File: src/rtl/shift_seq_pkg.sv
// Shared definitions for the shift-register sequencing controller:
// FSM state encoding and default geometry.
package shift_seq_pkg;

    localparam int DATA_W_DEF    = 4;
    localparam int SHAMT_W_DEF   = 3;
    localparam int MAX_SHIFT_DEF = 4;

    typedef enum logic [2:0] {
        IDLE,
        LOAD,
        SHIFT,
        CAPTURE,
        RESP
    } state_t;

endpackage

File: src/rtl/rr_arbiter_2.sv
// Two-way round-robin arbiter: the pointer picks the winner on contention
// and moves to the other requester whenever a grant is taken.
module rr_arbiter_2 (
    input  logic       clk,
    input  logic       areset,
    input  logic [1:0] req,
    input  logic       advance,
    output logic [1:0] gnt
);

    logic ptr;

    always_comb begin
        gnt = req;
        if (req == 2'b11) begin
            gnt = ptr ? 2'b10 : 2'b01;
        end
    end

    always_ff @(posedge clk or posedge areset) begin
        if (areset) begin
            ptr <= 1'b0;
        end else if (advance) begin
            ptr <= ~gnt[1];
        end
    end

endmodule

File: src/rtl/shift_seq_ctrl.sv
// Sequences load/shift/capture jobs from two requesters onto an external
// logical-right shift register and hands the result back with a valid/ready.
module shift_seq_ctrl
    import shift_seq_pkg::*;
#(
    parameter int DATA_W    = DATA_W_DEF,
    parameter int SHAMT_W   = SHAMT_W_DEF,
    parameter int MAX_SHIFT = MAX_SHIFT_DEF
) (
    input  logic               clk,
    input  logic               areset,
    input  logic [1:0]         req_valid,
    output logic [1:0]         req_ready,
    input  logic [DATA_W-1:0]  req_data0,
    input  logic [DATA_W-1:0]  req_data1,
    input  logic [SHAMT_W-1:0] req_shamt0,
    input  logic [SHAMT_W-1:0] req_shamt1,
    output logic               sr_load,
    output logic               sr_ena,
    output logic [DATA_W-1:0]  sr_data,
    input  logic [DATA_W-1:0]  sr_q,
    output logic               rsp_valid,
    input  logic               rsp_ready,
    output logic [DATA_W-1:0]  rsp_data,
    output logic               rsp_id,
    output logic               busy
);

    localparam logic [SHAMT_W-1:0] MAX_S = SHAMT_W'(MAX_SHIFT);

    state_t             state;
    state_t             state_nxt;
    logic [1:0]         gnt;
    logic               accept;
    logic               sel;
    logic [SHAMT_W-1:0] shamt_sel;
    logic [SHAMT_W-1:0] shamt_clamped;
    logic [DATA_W-1:0]  data_q;
    logic [SHAMT_W-1:0] cnt;
    logic               id_q;

    rr_arbiter_2 u_arb (
        .clk     (clk),
        .areset  (areset),
        .req     (req_valid),
        .advance (accept),
        .gnt     (gnt)
    );

    // Grant is only exposed in IDLE and is forced low while reset is held.
    always_comb begin
        req_ready = 2'b00;
        if (state == IDLE && !areset) begin
            req_ready = gnt;
        end
    end

    always_comb begin
        accept        = |req_ready;
        sel           = req_ready[1];
        shamt_sel     = sel ? req_shamt1 : req_shamt0;
        shamt_clamped = (shamt_sel > MAX_S) ? MAX_S : shamt_sel;
    end

    always_ff @(posedge clk or posedge areset) begin
        if (areset) begin
            state <= IDLE;
        end else begin
            state <= state_nxt;
        end
    end

    always_ff @(posedge clk or posedge areset) begin
        if (areset) begin
            data_q   <= '0;
            id_q     <= 1'b0;
            cnt      <= '0;
            rsp_data <= '0;
            rsp_id   <= 1'b0;
        end else begin
            if (accept) begin
                data_q <= sel ? req_data1 : req_data0;
                id_q   <= sel;
                cnt    <= shamt_clamped;
            end else if (state == SHIFT) begin
                cnt <= cnt - SHAMT_W'(1);
            end
            if (state == CAPTURE) begin
                rsp_data <= sr_q;
                rsp_id   <= id_q;
            end
        end
    end

    always_comb begin
        state_nxt = state;
        sr_load   = 1'b0;
        sr_ena    = 1'b0;
        sr_data   = '0;
        rsp_valid = 1'b0;
        busy      = 1'b1;
        case (state)
            IDLE: begin
                busy = 1'b0;
                if (accept) begin
                    state_nxt = LOAD;
                end
            end
            LOAD: begin
                sr_load   = 1'b1;
                sr_data   = data_q;
                state_nxt = (cnt != '0) ? SHIFT : CAPTURE;
            end
            SHIFT: begin
                sr_ena = 1'b1;
                if (cnt <= SHAMT_W'(1)) begin
                    state_nxt = CAPTURE;
                end
            end
            CAPTURE: begin
                state_nxt = RESP;
            end
            RESP: begin
                rsp_valid = 1'b1;
                if (rsp_ready) begin
                    state_nxt = IDLE;
                end
            end
            default: begin
                state_nxt = IDLE;
            end
        endcase
    end

endmodule

File: config.mk
export PLATFORM = sky130hd
export DESIGN_NAME = shift_seq_ctrl
export DESIGN_NICKNAME = d
export VERILOG_FILES = /design/src/rtl/shift_seq_pkg.sv /design/src/rtl/rr_arbiter_2.sv /design/src/rtl/shift_seq_ctrl.sv
export SDC_FILE = /design/constraint.sdc
export NUM_CORES = 1
export LEC_CHECK = 0
export ABC_AREA = 1
export BUFFER_PORTS_ARGS = -buffer_cell sky130_fd_sc_hd__clkbuf_2
export CORE_MARGIN = 5
export CORE_UTILIZATION = 45
export DETAILED_ROUTE_END_ITERATION = 10
export GPL_TIMING_DRIVEN = 0
export PLACE_DENSITY = 0.74
export REMOVE_ABC_BUFFERS = 1
export SETUP_SLACK_MARGIN = 0.3
export SKIP_CTS_REPAIR_TIMING = 1
export SYNTH_ARGS = -nofsm -noshare
export SYNTH_HDL_FRONTEND = slang
export SYNTH_SLANG_ARGS = --single-unit
File: constraint.sdc
create_clock -name clk -period 1.7 [get_ports clk]
set_input_delay 0 -clock clk [delete_from_list [all_inputs] [get_ports clk]]
set_output_delay 0 -clock clk [all_outputs]
set_load 0.01 [all_outputs]
==> metrics.txt <==
cell mode on critical path=nor2_4; critical path class=flip-flop to flip-flop; Final setup viols=0; total chip power=2.05 mW; CTS tree=built; Clock power frac=10.6%; clock skew=6.82 ps; Bufs and invs on worst path=1; hold-critical path depth=4; most frequent cell after synthesis=nand2_1; Crit. End Element=flip-flop; ys flop type=dfrtp_1; status=finished, violations left; Post-synth top cells=20 x nand2_1, 19 x inv_1, 17 x dfrtp_1; CP startpoint kind=flip-flop; Synth warnings=0; number of flops mapped to enable cells by yosys=0; total track usage=13.8%; switching power=0.890 mW; PwrDens=1580 nW/um2; clock root buffer=clkbuf_4; CP delay by family, top=flip-flops; Async S/R FF share, synth=100%; Worst-Skew Late Latency=290 ps; switch share=43.4%; Setup WS pre-CTS=between 90 and 100 ps; remaining global-route overflow=0; # diodes=0; maximum clock frequency=~680 MHz; CP Depth=7; WL final=2330 um; initial DRC count=34; Placer Congestion=0.729; die area=3050 um2; layout cells sized above 1=39.8%; hpwl dp=about 1600 um; Cell Chain, Critical Path=nor2_4 > nand2_2 > nor2_4 > o21ai_2 > inv_4 > o21ai_0 > o22ai_1; worst vdd ir=0.780 mV; Die Y-Extent=roughly 55 um; share of Yosys cell area claimed by the top area cell type=between 40% and 50%; Initial Util=a little under half; total CTS buffers=3; DRT antenna net count=0; failing checks=hold timing; Mapped Cells=109; Slew Limit Headroom=49.7%; CP Data Arrival Time=1680 ps; H-tree depth=1; Synth area leaders=dfrtp_1 46%, nand2_1 8.1%, inv_1 7.7%; Synth Register Bits=17; post-layout min period=1470 ps; initial antenna violation count=0; CTS Buffer Depth=2; cell taking the most area after synthesis=dfrtp_1; Worst Max-Slew Pin Slew=between 700 and 800 ps; hold_ws=-33.5 ps; Ports=38; DRC=0; crit share post-route=86.6%; setup ws final=229 ps; CP max stage cell=dfrtp_2; first-pass detailed-route iteration total=4; Slew Limit Fails=0; Layout area overhead=40.7%; vias in the first global route=slightly above 800; chip width=55.3 um; Power Internal=1.16 mW; FF-to-FF setup slack=230 ps; WL per Instance=12.4 um; Seq/Total Area, Yosys=46.1%; final hold violations=2; synthesized area per cell=8.46 um2; Worst path max stage delay=450 ps; total number of vias=923; post-synth cell types=21; WP data required=1910 ps; Pleak=0.706 nW; port buffer count=37; Worst Reg-to-Reg Cells=7; Sink Count=17; Final #Nets=187; largest net degree at the start of global routing=19; total negative setup slack=0 ps; first-pass GRT wire length=3370 um; power share of the combinational group=53.7%; MaxCap Viol Count=0; Rows=16; drt via density=approximately 5; top fanout value on the critical path=9; worst min-delay path class=input pin to flip-flop; fraction of power consumed by sequential logic=35.7%; Worst-path clk slew=100 ps; unrepaired setup endpoints after global routing=true; Core ar.=1960 um2; Synth Cell Area=roughly 920 um2
## per-stage QoR
step | cells | instance area, um2 | hold WS [ps] | utilization (%)
after floorplan | 109 | 922 | -65.4 | -
after global placement | 173 | 1140 | 145 | 58.2
after detailed placement | 173 | 1140 | 154 | 58.2
after CTS | 177 | 1170 | -176 | 59.6
after global routing | 188 | 1300 | 5.71 | 66.1
final | 188 | 1300 | -33.5 | 66.1
## cell usage in the layout (no fill, tap or decap), types with 3 or more instances in the layout
cell,count
o21ai_0,9
nand3_1,3
clkbuf_4,3
mux2_2,4
nand2_1,19
o22ai_1,4
inv_1,19
nor2_4,4
dfrtp_1,15
clkbuf_2,37
nor2_1,11
dlygate4sd3_1,8
## worst paths after layout
check	from	endpoint
worst min register to register	rsp_id	rsp_id
min in group asynchronous	areset	state[1]
worst max-delay path	state[0]	data_q[3]
worst min-delay path	rsp_ready	state[2]
worst max register to register	state[0]	data_q[3]
max in group asynchronous	areset	state[2]
## routing by layer
metal  wire length, um  track usage, %  up-vias
li1                  -               -      458
met1              1020            16.9      415
met2              1090            22.3       39
met3               123            2.33       11
met4               103            9.03        0
met5                 0               0        -
## kinds of logic after synthesis
logic type	Yosys count	synth area share, %
AND/OR/NAND/NOR	43	22.7
AO/OA/AOI/OAI	22	14.2
buffers and inverters	20	8.41
flip-flops	17	46.1
multiplexers	4	4.88
adder cells (fa/ha/maj)	2	2.71
XOR/XNOR	1	0.950
## final cells by class
| type | count | area (um2) |
|---|---|---|
| multi-input cells | 72 | 427 |
| inverters | 20 | 77.6 |
| clock inverters | 1 | 5.00 |
| clock buffers | 3 | 22.5 |
| fillers | 175 | 664 |
| flip-flops and latches | 17 | 428 |
| well taps | 27 | 33.8 |
| repair buffers | 48 | 304 |
## worst reg2reg max path: cells and delay by family, from the launching register on
kind            cells  cell delay, ps
compound gates      3             410
buf+inv             1             130
simple gates        3             390
flops               1             450
## power by group through the flow
stage	Clock (mW)	Combinational (mW)	Sequential, mW
6_report	0.217	1.10	0.732
3_5_place_dp	0	1.03	0.736
5_1_grt	0.240	1.24	0.754
2_1_floorplan	0	0.705	0.749
4_1_cts	0.226	1.03	0.726
3_3_place_gp	0	1.00	0.726
## flip-flops by register name, indices dropped and copies added (netlist names)
name	cells
cnt	3
data_q	4
id_q	1
rsp_data	4
rsp_id	1
state	3
u_arb.ptr	1
Power figures use the tool's default switching activity.
